**src/rtl/stage_buff_pkg.sv**
```systemverilog
// rtl/stage_buff_pkg.sv - shared state encoding and default widths for the stage buffers
package stage_buff_pkg;

  typedef enum logic [1:0] {
    EMPTY = 2'd0,
    FULL  = 2'd1,
    SKID  = 2'd2
  } buff_state_e;

  localparam int WB_SIZE_DEF = 2;
  localparam int DATA_W_DEF  = 32;
  localparam int ALU_W_DEF   = 16;
  localparam int REG_W_DEF   = 3;
  localparam int SP_W_DEF    = 32;
  localparam int EPC_W_DEF   = 2;
  localparam int STALL_W_DEF = 8;

endpackage

```
**src/rtl/buff_payload_reg.sv**
```systemverilog
// rtl/buff_payload_reg.sv - payload register with load enable and async active-low clear
module buff_payload_reg #(
  parameter int W = 8
) (
  input  logic         clk,
  input  logic         rst_n,
  input  logic         load_i,
  input  logic [W-1:0] d_i,
  output logic [W-1:0] q_o
);

  logic [W-1:0] data_q;
  logic [W-1:0] data_d;

  assign data_d = load_i ? d_i : data_q;

  always_ff @(posedge clk or negedge rst_n) begin
    if (!rst_n) begin
      data_q <= '0;
    end else begin
      data_q <= data_d;
    end
  end

  assign q_o = data_q;

endmodule

```
**src/rtl/mem_wb_skid_buff.sv**
```systemverilog
// rtl/mem_wb_skid_buff.sv - MEM/WB stage buffer with valid/ready handshake, 2-entry skid,
// flush-to-bubble, writeback-control gating and a saturating stall counter.
module mem_wb_skid_buff
  import stage_buff_pkg::*;
#(
  parameter int WbSize   = WB_SIZE_DEF,
  parameter int DataW    = DATA_W_DEF,
  parameter int AluW     = ALU_W_DEF,
  parameter int RegW     = REG_W_DEF,
  parameter int SpW      = SP_W_DEF,
  parameter int EpcW     = EPC_W_DEF,
  parameter int NEG_EDGE = 1,
  parameter int StallW   = STALL_W_DEF
) (
  input  logic              clk,
  input  logic              rst,
  input  logic              i_flush,
  input  logic              i_valid,
  output logic              o_ready,
  input  logic [WbSize-1:0] i_WB,
  input  logic [DataW-1:0]  i_MemData,
  input  logic [AluW-1:0]   i_alu,
  input  logic [RegW-1:0]   i_Rdst,
  input  logic [SpW-1:0]    i_SP,
  input  logic [EpcW-1:0]   i_changeEPC,
  output logic              o_valid,
  input  logic              i_ready,
  output logic [WbSize-1:0] o_WB,
  output logic [DataW-1:0]  o_MemData,
  output logic [AluW-1:0]   o_alu,
  output logic [RegW-1:0]   o_Rdst,
  output logic [SpW-1:0]    o_SP,
  output logic [EpcW-1:0]   o_changeEPC,
  output logic [StallW-1:0] o_stall_cnt
);

  localparam int PayW = WbSize + DataW + AluW + RegW + SpW + EpcW;

  // A single derived clock keeps every flop on the same selectable capture edge.
  logic cap_clk;
  assign cap_clk = (NEG_EDGE != 0) ? ~clk : clk;

  buff_state_e state_q, state_d;
  logic [PayW-1:0] in_pay, main_pay, skid_pay, main_nxt;
  logic push, pop, main_ld, skid_ld, main_from_skid;
  logic [StallW-1:0] stall_q, stall_d;
  logic [WbSize-1:0] wb_held;
  logic [EpcW-1:0] epc_held;

  assign in_pay  = {i_WB, i_MemData, i_alu, i_Rdst, i_SP, i_changeEPC};
  assign o_valid = (state_q != EMPTY);
  assign o_ready = (state_q != SKID);
  assign push    = i_valid & o_ready;
  assign pop     = o_valid & i_ready;

  always_ff @(posedge cap_clk or negedge rst) begin
    if (!rst) begin
      state_q <= EMPTY;
    end else begin
      state_q <= state_d;
    end
  end

  always_comb begin
    state_d        = state_q;
    main_ld        = 1'b0;
    skid_ld        = 1'b0;
    main_from_skid = 1'b0;
    if (i_flush) begin
      state_d = EMPTY;
    end else begin
      case (state_q)
        EMPTY: begin
          if (push) begin
            state_d = FULL;
            main_ld = 1'b1;
          end
        end
        FULL: begin
          if (push && pop) begin
            main_ld = 1'b1;
          end else if (push) begin
            state_d = SKID;
            skid_ld = 1'b1;
          end else if (pop) begin
            state_d = EMPTY;
          end
        end
        SKID: begin
          if (pop) begin
            state_d        = FULL;
            main_ld        = 1'b1;
            main_from_skid = 1'b1;
          end
        end
        default: state_d = EMPTY;
      endcase
    end
  end

  assign main_nxt = main_from_skid ? skid_pay : in_pay;

  buff_payload_reg #(.W(PayW)) u_main (
    .clk    (cap_clk),
    .rst_n  (rst),
    .load_i (main_ld),
    .d_i    (main_nxt),
    .q_o    (main_pay)
  );

  buff_payload_reg #(.W(PayW)) u_skid (
    .clk    (cap_clk),
    .rst_n  (rst),
    .load_i (skid_ld),
    .d_i    (in_pay),
    .q_o    (skid_pay)
  );

  assign {wb_held, o_MemData, o_alu, o_Rdst, o_SP, epc_held} = main_pay;

  // Bubbles must never write the register file or the EPC.
  assign o_WB        = o_valid ? wb_held : '0;
  assign o_changeEPC = o_valid ? epc_held : '0;

  always_comb begin
    stall_d = stall_q;
    if (o_valid && !i_ready && !i_flush && (stall_q != {StallW{1'b1}})) begin
      stall_d = stall_q + {{(StallW-1){1'b0}}, 1'b1};
    end
  end

  always_ff @(posedge cap_clk or negedge rst) begin
    if (!rst) begin
      stall_q <= '0;
    end else begin
      stall_q <= stall_d;
    end
  end

  assign o_stall_cnt = stall_q;

endmodule

```
**config.mk**
```make
export PLATFORM = sky130hd
export DESIGN_NAME = mem_wb_skid_buff
export DESIGN_NICKNAME = d
export VERILOG_FILES = /design/src/rtl/stage_buff_pkg.sv /design/src/rtl/buff_payload_reg.sv /design/src/rtl/mem_wb_skid_buff.sv
export SDC_FILE = /design/constraint.sdc
export NUM_CORES = 1
export LEC_CHECK = 0
export ABC_AREA = 1
export CAP_MARGIN = 20
export CORE_UTILIZATION = 30
export CTS_BUF_LIST = sky130_fd_sc_hd__clkbuf_8
export CTS_CLUSTER_DIAMETER = 200
export DETAILED_ROUTE_END_ITERATION = 8
export PLACE_DENSITY_LB_ADDON = 0.1
export SYNTH_ARGS = -nofsm -noshare
export SYNTH_HDL_FRONTEND = slang
export SYNTH_SLANG_ARGS = --single-unit
```
**constraint.sdc**
```tcl
create_clock -name clk -period 3 [get_ports clk]
set_input_delay 0.6 -clock clk [delete_from_list [all_inputs] [get_ports clk]]
set_output_delay 0.6 -clock clk [all_outputs]
set_load 0.01 [all_outputs]
```
; Word level (Yosys, flattened, before mapping)
; Index checks and enable logic that the tools add are counted.
[op_classes]
add_sub_neg = 1
eq_ne = 8
muxes = 20
bitwise = 2
reduce_logical = 9
[op_table]
columns = operator, n
row1 = $mux W87, 1
row2 = $mux W2, 8
row3 = $mux W1, 9
row4 = $ne A3 B3 Y1 const B, 3
row5 = $add A8 B1 Y8 const B, 1
row6 = $ne A8 B8 Y1 const B, 1
row7 = $pmux W2 S3, 1
row8 = $logic_and A1 B1 Y1, 4
row9 = $ne A4 B4 Y1 const B, 1
row10 = $reduce_and A4 Y1, 1
row11 = $pmux W1 S3, 1
row12 = $and A1 B1 Y1, 2
row13 = $eq A2 B1 Y1 const B, 1
row14 = $eq A2 B2 Y1 const B, 1
row15 = $logic_not A1 Y1, 2
row16 = $logic_not A2 Y1, 1
row17 = $ne A2 B2 Y1 const B, 1
row18 = $reduce_bool A2 Y1, 1
[totals]
ff_bits = 184
out_inout_bits = 97
elab_cells = 44

; Depth between registers and ports, before layout
; Gate-level depths: netlist of run 1.
[logic_depth]
word_depth = 7
depth_mapped = 9

; Cells and area by module
; From an unflattened synthesis of run 1, not the netlist that was laid out.
[hier_totals]
hier_cells = 1126
area_unflattened_um2 = 8878.5
[modules_own_cells]
columns = mod, n_inst, cells_per_inst, area_per_inst_um2, seq_area_each_um2
row1 = buff_payload_reg, 2, 368, 3290.7, 2177.1
row2 = mem_wb_skid_buff, 1, 390, 2297.2, 250.2

==> run_results.csv, run 1 <==
group,metric,value,unit
run_status,status,"finished with violations",
run_status,violations,"negative setup slack",
global_routing,gr-usage-met2,28.3,%
cts,htree_levels,4,
yosys,avgSynthCellArea,7.59,µm²
timing,worst_slew_pin_slew,563,ps
cts,cts_max_path_buffers,2,
global_routing,overflow,0,
power,leakagePower,6.57,nW
timing,finalMaxSlewViolations,0,
timing,hold_violations,0,
setup_path,cp.arrival,2770,ps
route,wl_per_cell,14.9,µm
finish,syn_to_final_growth,29.1,%
setup_path,cp_max_fo,4,
route,drtIter0Drc,503,
global_routing,global_route.usage.met3,3.43,%
cts,clockRootBuffer,"clkbuf_8",
timing,rsz0062_at_grt,"yes",
global_routing,grt_pass1_wl,43400,µm
floorplanning,die_h,178,µm
yosys,yosys_most_used_dff,"dfrtn_1",
setup_path,crit_chain,"inv_2 > nand2_4 > inv_6 > nor2_4 > buf_6",
route,post-route-drc-count,0,
placed_design,gp_congestion,0.728,
yosys,yosysWarnings,0,
timing,finalHoldWorstSlack,423,ps
route,detailedRoute.firstPassIterationCount,5,
setup_path,regToRegSetupSlack,1000,ps
floorplanning,die_w,178,µm
timing,fin_worst_skew,16.0,ps
route,ant_nets,0,
power,ir_worst_vdd,0.292,mV
timing,relSlewSlack,62.5,%
finish,drive_gt1_share,18.8,%
timing,tns,-7490,ps
finish,layoutNonFillerInstCount,1787,
yosys,syn_area,0.00926,mm²
global_routing,grt_pass1_vias,7918,
global_routing,met1_usage,24.2,%
setup_path,cp-end-kind,"output port",
cts,clock_latency,410,ps
floorplanning,io_pins,189,
setup_path,cp_data_required_time,2400,ps
setup_path,crit_type,"flop to output port",
power,powerDensity,629,mW/mm²
floorplanning,rows,63,
yosys,async_flop_share,100,%
placed_design,post_dp_cell_area,0.0113,mm²
yosys,ys_ff_latch,184,
yosys,synth_cells,1220,
power,totalPowerFinal,7.52,mW
global_routing,grt_start_max_net_pins,92,
cts,numCtsBuffers,17,
route,vias_per_cell,4.44,
route,via_count,7928,
placed_design,io_buffers,188,
yosys,syn_nets,1313,
finish,final_net_count,1476,
cts,cts_tree,"yes",
global_routing,antenna_found_initial,1,
floorplanning,die_area,0.0316,mm²
yosys,synth-edff-count,0,
placed_design,dp.cells,1690,
timing,fin_ws,-373,ps
min_path,hp-class,"flop to flop",
global_routing,top_usage_layer,"met2",
setup_path,critPathTopFamily,"flip-flops",
cts,hold_buffers,0,
setup_path,worst-path-buf-inv,3,
floorplanning,start_util,30.8,%
floorplanning,coreArea,0.0300,mm²
route,drt-total-wl,26600,µm
cts,path_clk_slew,70,ps
setup_path,crit_slowest_cell,"dfrtn_1",
placed_design,dp_hpwl,16400,µm
setup_path,slowest_delay,440,ps
job,drv_cap,0,
yosys,seq_area_frac_synth,49.7,%
setup_path,worstSetupStartpointType,"flop",
yosys,netlist-cell-type-count,21,
cts,cts.sinks,184,
finish,design_area,0.0120,mm²
timing,setup_viol,97,
global_routing,gr-usage-all-layers,17.6,%
[layout make-up]
| class | count | area (µm²) |
|---|---|---|
| diodes | 1 | 2.50 |
| clock buffers | 18 | 248 |
| clock inverters | 14 | 150 |
| fillers | 3128 | 18100 |
| inverters | 105 | 403 |
| multi-input cells | 773 | 3370 |
| flip-flops and latches | 184 | 4600 |
| well taps | 390 | 488 |
| repair buffers | 302 | 2690 |
[final timing paths]
path / start / endpoint / cells past startpoint
min: u_main.q_o[1] / u_main.q_o[1] / 2
max in group asynchronous: rst / u_skid.q_o[20] / 2
max reg2reg: state_q[1] / u_main.q_o[56] / 9
min reg2reg: u_main.q_o[1] / u_main.q_o[1] / 2
max: state_q[0] / o_changeEPC[1] / 5
min in group asynchronous: rst / u_skid.q_o[72] / 1
[routing by layer]
layer  vias to the layer above  part of all wire [%]
met5                         -                     0
met4                         0                   1.0
met3                        11                   4.7
met2                       165                    46
met1                      3708                    48
li1                       4044                     -
[flip-flops by register name (all words and copies together), names as in the netlist]
signal	flops
state_q	2
u_skid.q_o	87
o_stall_cnt	8
u_main.q_o	87
[timing repair]
action / CTS / global route
gates cloned: 2 / 0
setup endpoints to repair: 279 / 130
buffers inserted: 35 / 26
pin swaps: 5 / 5
gates resized for setup: 419 / 19
[where the power goes]
group	internal, mW	switching (mW)	total [mW]
clock	0.718	1.05	1.76
combinational	1.07	1.07	2.14
sequential	3.24	0.379	3.62
[synthesized netlist by cell type, drive strengths merged, types with 2 or more instances]
cell	number	area [µm²]
inv	105	394
xnor2	2	17.5
nand3	11	60.1
nor2	11	48.8
dfrtn	184	4600
nand4	88	551
nand2	568	2130
buf	116	811
clkbuf	42	158
o21ai	90	454
[worst min-delay path: stages, from the launching register on]
cell and delay [ps]:
dfrtn_1 410, nand2_1 50, nand2_1 50
[placed cells by master, fill, tap and decap left out]
cell type,synthesis,final
o21ai_2,1,1
dlygate4sd2_1,0,1
inv_2,2,1
diode_2,0,1
nand4_1,88,88
clkdlybuf4s50_1,0,87
a21oi_1,1,1
nand3_1,10,8
buf_16,0,2
bufbuf_16,0,1
nor2_1,10,5
buf_2,24,75
nor2_4,1,5
dfrtn_1,184,184
nand3_4,0,3
buf_12,0,18
xor2_1,1,1
nand2_1,567,566
clkinv_4,0,4
inv_4,0,1
inv_6,0,5
o21ai_0,89,89
clkinv_2,0,2
inv_1,103,101
xnor2_1,2,2
nand2_4,0,2
buf_6,1,26
bufinv_16,0,1
clkbuf_2,0,1
nor2_2,0,1
clkbuf_8,0,19
ha_1,1,1
inv_8,0,4
buf_4,90,90
[logic make-up (layout without fill, tap and decap cells)]
kind of cell               count (synthesis)  in the layout  synth area share, %
adders and majority gates                  1              1                0.135
other                                      0              1                    0
DFF                                      184            184                 49.7
xor gates and xnor gates                   3              3                0.284
AOI/OAI and AO/OA                         91             91                 4.96
and+or+nand+nor                          678            678                 30.2
buffers and inverters                    263            439                 14.7
[stage by stage]
stage	worst slack [ps]	utilization, %
after global routing	-436	39.8
after floorplan	-8.19	-
after global placement	-609	37.6
after detailed placement	-645	37.6
after CTS	-402	38.8
final	-373	39.8
Power figures use the tool's default switching activity.
==> run 2: changes to the inputs <==
--- a/config.mk
+++ b/config.mk
@@ -7,6 +7,7 @@
 export LEC_CHECK = 0
 export ABC_AREA = 1
 export CAP_MARGIN = 20
+export CORE_ASPECT_RATIO = 0.9
 export CORE_UTILIZATION = 30
 export CTS_BUF_LIST = sky130_fd_sc_hd__clkbuf_8
 export CTS_CLUSTER_DIAMETER = 200
==> run_results.csv, run 2 (same netlist as run 1, synthesis figures left out) <==
group,metric,value,unit
global_routing,grt_pass1_wl,44100,µm
power,seqPwrFrac,48.5,%
floorplanning,die_area,0.0316,mm²
cts,cts.sinks,184,
placed_design,place_ws,-744,ps
power,p_clk_share,22.8,%
setup_path,worst-path-buf-inv,3,
min_path,whs_path_depth,2,
global_routing,grt_start_max_net_pins,92,
route,ant_nets,0,
cts,clockRootBuffer,"clkbuf_8",
route,post-route-drc-count,0,
finish,antenna_cells,0,
cts,path_clk_slew,70,ps
power,ir_worst_vdd,0.274,mV
placed_design,dp_hpwl,15800,µm
placed_design,post_dp_cell_area,0.0113,mm²
route,vias_per_cell,4.38,
setup_path,cp-end-kind,"output port",
power,totalPowerFinal,7.45,mW
setup_path,crit_chain,"inv_2 > nand2_4 > inv_6 > nor2_4 > buf_6",
setup_path,critPathTopFamily,"flip-flops",
placed_design,dp.cells,1708,
timing,fin_ws,-327,ps
route,drt-total-wl,27200,µm
route,detailedRoute.firstPassIterationCount,6,
power,p_int,4.94,mW
global_routing,gr-usage-all-layers,17.8,%
setup_path,worstSetupStartpointType,"flop",
setup_path,r2r_cells,10,
setup_path,crit_cells,5,
timing,relSlewSlack,60.7,%
placed_design,gp_congestion,0.736,
global_routing,antenna_found_initial,2,
route,via_count,7918,
cts,numCtsBuffers,17,
floorplanning,rows,60,
setup_path,r2r_start,"state_q[1]",
finish,syn_to_final_growth,30.2,%
global_routing,overflow,0,
power,powerDensity,618,mW/mm²
setup_path,startpoint,"state_q[0]",
finish,design_area,0.0121,mm²
run_status,violations,"negative setup slack",
floorplanning,start_util,30.8,%
setup_path,cp-endpoint,"o_WB[0]",
timing,worst_slew_pin_slew,590,ps
timing,rsz0062_at_grt,"yes",
setup_path,regToRegSetupSlack,780,ps
cts,htree_levels,4,
timing,fin_worst_skew,13.2,ps
finish,layoutNonFillerInstCount,1808,
finish,drive_gt1_share,19.4,%
floorplanning,die_h,169,µm
cts,hold_buffers,0,
timing,finalMaxSlewViolations,0,
min_path,hold_path_startpoint,"u_main.q_o[49]",
finish,final_common_cell,"nand2_1",
setup_path,worst_r2r_endpoint,"u_main.q_o[13]",
placed_design,io_buffers,188,
min_path,hp-class,"flop to flop",
power,leakagePower,6.64,nW
finish,final_net_count,1485,
floorplanning,coreArea,0.0301,mm²
global_routing,grt_pass1_vias,7758,
power,power_frac_comb,28.7,%
route,wl_per_cell,15.0,µm
setup_path,slowest_delay,430,ps
cts,cts_max_path_buffers,2,
timing,hold_violations,0,
power,sw_frac_of_total,33.8,%
floorplanning,die_w,187,µm
setup_path,cp.arrival,2730,ps
floorplanning,io_pins,189,
job,drv_cap,0,
cts,cts_tree,"yes",
setup_path,cp_max_fo,4,
run_status,status,"finished with violations",
route,drtIter0Drc,437,
setup_path,crit_type,"flop to output port",
power,power_switching,2.52,mW
cts,clock_latency,420,ps
setup_path,crit_slowest_cell,"dfrtn_1",
setup_path,cp_data_required_time,2400,ps
timing,setup_viol,97,
finish,final_cell_mix,"566 x nand2_1, 184 x dfrtn_1, 99 x inv_1, 97 x buf_4, 89 x o21ai_0",
## run 2: cell count changes in the layout (fill, tap and decap cells not counted), moves of 2 or more
cell / change
inv_1: -2
buf_2: +6
buf_4: +7
buf_6: -7
inv_2: +2
buf_16: +3
## run 2: final cells by class
cell class                      count  area (µm²)
Multi-Input combinational cell    773        3370
Tap cell                          403         504
Inverter                          105         403
Sequential cell                   184        4600
Fill cell                        3094       18000
Clock inverter                     14         125
Timing Repair Buffer              311        2800
Clock buffer                       18         248
## run 2: routing by layer
metal | global-route usage (%) | up-vias | routed length, µm
met2 | 27.6 | 181 | 12000
met1 | 25.9 | 3660 | 13900
met3 | 3.55 | 9 | 1130
met5 | 0 | - | 29
met4 | 2.64 | 4 | 136
li1 | - | 4064 | -
## run 2: worst min-delay path, cell delays in order (launching register included)
cell	delay [ps]
dfrtn_1	410
nand2_1	50
nand2_1	50
## run 2: power by group through the flow
stage	logic, mW	clock network (mW)	registers, mW
2_1_floorplan	1.31	0	3.59
6_report	2.14	1.70	3.61
3_3_place_gp	2.05	0	3.65
5_1_grt	2.42	1.86	3.71
4_1_cts	2.05	1.78	3.61
3_5_place_dp	2.07	0	3.66
## run 2: worst min-delay path by stage
stage	to	slack, ps
2_1_floorplan	u_main.q_o[0]	410
3_3_place_gp	u_main.q_o[86]	420
3_5_place_dp	u_main.q_o[20]	420
4_1_cts	u_main.q_o[49]	430
5_1_grt	u_main.q_o[29]	450
6_report	u_main.q_o[49]	420
## run 2: what timing repair did
item / 4_1_cts / 5_1_grt
endpoints found under the setup margin: 281 / 113
endpoints found under the hold margin: 0 / 0
gates cloned: 5 / 0
pin swaps: 5 / 3
gates resized for setup: 432 / 9
buffers inserted: 36 / 26
## run 2: through the flow
stage               hold WS, ps  utilization (%)  setup TNS, ps
finish                      423             40.0          -7580
global route                447             40.0         -12830
CTS                         430             39.2         -10260
detailed placement          424             37.6        -124680
global placement            423             37.6        -121940
floorplan                   409                -           -655
==> run 3: changes to the inputs <==
--- a/config.mk
+++ b/config.mk
@@ -16,3 +16,4 @@
 export SYNTH_ARGS = -nofsm -noshare
 export SYNTH_HDL_FRONTEND = slang
 export SYNTH_SLANG_ARGS = --single-unit
+export TNS_END_PERCENT = 5
==> run_results.csv, run 3 (same netlist as run 1, synthesis figures left out) <==
group,metric,value,unit
route,via_count,7632,
min_path,hp-class,"flop to flop",
global_routing,gr-usage-all-layers,16.9,%
cts,htree_levels,4,
job,drv_cap,0,
power,powerDensity,628,mW/mm²
placed_design,io_buffers,188,
setup_path,cp_max_fo,4,
setup_path,cp_data_required_time,2400,ps
route,detailedRoute.firstPassIterationCount,4,
global_routing,grt_pass1_vias,7574,
cts,hold_buffers,0,
cts,cts.sinks,184,
placed_design,post_dp_cell_area,0.0113,mm²
cts,cts_max_path_buffers,2,
floorplanning,coreArea,0.0301,mm²
finish,design_area,0.0114,mm²
floorplanning,start_util,30.8,%
setup_path,regToRegSetupSlack,880,ps
floorplanning,die_area,0.0316,mm²
placed_design,dp.cells,1708,
finish,fin_util,38.0,%
timing,tns,-7710,ps
finish,antenna_cells,0,
floorplanning,die_h,169,µm
setup_path,cp-end-kind,"output port",
timing,relSlewSlack,60.8,%
floorplanning,io_pins,189,
timing,finalMaxSlewViolations,0,
cts,cts_tree,"yes",
global_routing,antenna_found_initial,2,
run_status,violations,"negative setup slack",
placed_design,gp_congestion,0.736,
placed_design,place_ws,-744,ps
finish,final_net_count,1420,
finish,fill_cells,3123,
finish,final_common_cell,"nand2_1",
placed_design,dp_hpwl,15800,µm
cts,clock_latency,420,ps
route,ant_nets,0,
power,ir_worst_vdd,0.275,mV
route,wl_per_cell,14.7,µm
cts,path_clk_slew,60,ps
setup_path,worstSetupStartpointType,"flop",
floorplanning,die_w,187,µm
global_routing,grt_pass1_wl,42500,µm
timing,fin_ws,-320,ps
route,vias_per_cell,4.38,
power,totalPowerFinal,7.18,mW
global_routing,grt_start_max_net_pins,92,
cts,clockRootBuffer,"clkbuf_8",
finish,regArea,0.00460,mm²
setup_path,crit_type,"flop to output port",
cts,numCtsBuffers,17,
finish,multi_input_area,0.00337,mm²
finish,drive_gt1_share,15.4,%
run_status,status,"finished with violations",
power,leakagePower,6.24,nW
floorplanning,rows,60,
route,drt-total-wl,25600,µm
timing,hold_violations,0,
global_routing,overflow,0,
finish,final_cell_mix,"566 x nand2_1, 184 x dfrtn_1, 99 x inv_1, 89 x o21ai_0, 88 x nand4_1",
route,post-route-drc-count,0,
finish,syn_to_final_growth,23.4,%
route,drtIter0Drc,415,
timing,worst_slew_pin_slew,588,ps
timing,rsz0062_at_grt,"yes",
timing,finalHoldWorstSlack,423,ps
setup_path,cp.arrival,2720,ps
timing,fin_worst_skew,14.2,ps
timing,setup_viol,97,
finish,layoutNonFillerInstCount,1743,
-- run 3: cell types whose count changed in the layout (fill, tap and decap cells not counted), sizes merged --
cell / before / now
bufbuf: 2 / 0
clkdlybuf4s15: 0 / 1
buf: 220 / 156
-- run 3: area by class of cell --
class / count / share of cell area (%)
multi-input cells: 773 / 29.5
clock buffers: 18 / 2.17
inverters: 105 / 3.53
repair buffers: 246 / 19.0
flip-flops and latches: 184 / 40.3
well taps: 403 / 4.41
clock inverters: 14 / 1.09
-- run 3: timing repair --
item / 4_1_cts / 5_1_grt
setup endpoints to repair: 281 / 104
setup buffers: 2 / 0
gates resized for setup: 427 / 8
pin swaps: 4 / 3
-- run 3: worst max-delay path: stages, from the launching register on --
cell,delay [ps]
dfrtn_1,430
inv_2,60
nand2_4,70
inv_6,50
nor2_4,100
buf_6,110
-- run 3: worst paths after layout --
path | cells past startpoint | to | start
min in group asynchronous | 1 | u_main.q_o[75] | rst
max in group asynchronous | 2 | u_main.q_o[24] | rst
setup reg to reg | 10 | u_main.q_o[82] | state_q[1]
hold / removal | 2 | u_main.q_o[49] | u_main.q_o[49]
setup / recovery | 5 | o_WB[0] | state_q[0]
hold reg to reg | 2 | u_main.q_o[49] | u_main.q_o[49]
-- run 3: layer usage --
layer / vias to the layer above / share of wire, % / routed length (µm) / GRT usage (%)
li1: 3926 / - / - / -
met1: 3526 / 51 / 13100 / 24.3
met2: 167 / 44 / 11300 / 26.4
met3: 9 / 3.9 / 987 / 3.55
met4: 4 / 0.52 / 134 / 2.57
met5: - / 0.11 / 29 / 0
-- run 3: power by group --
group	total, mW	switching (mW)	internal (mW)	leakage [nW]
clock	1.70	1.06	0.635	0.196
sequential	3.62	0.381	3.24	2.31
combinational	1.86	1.01	0.846	3.73
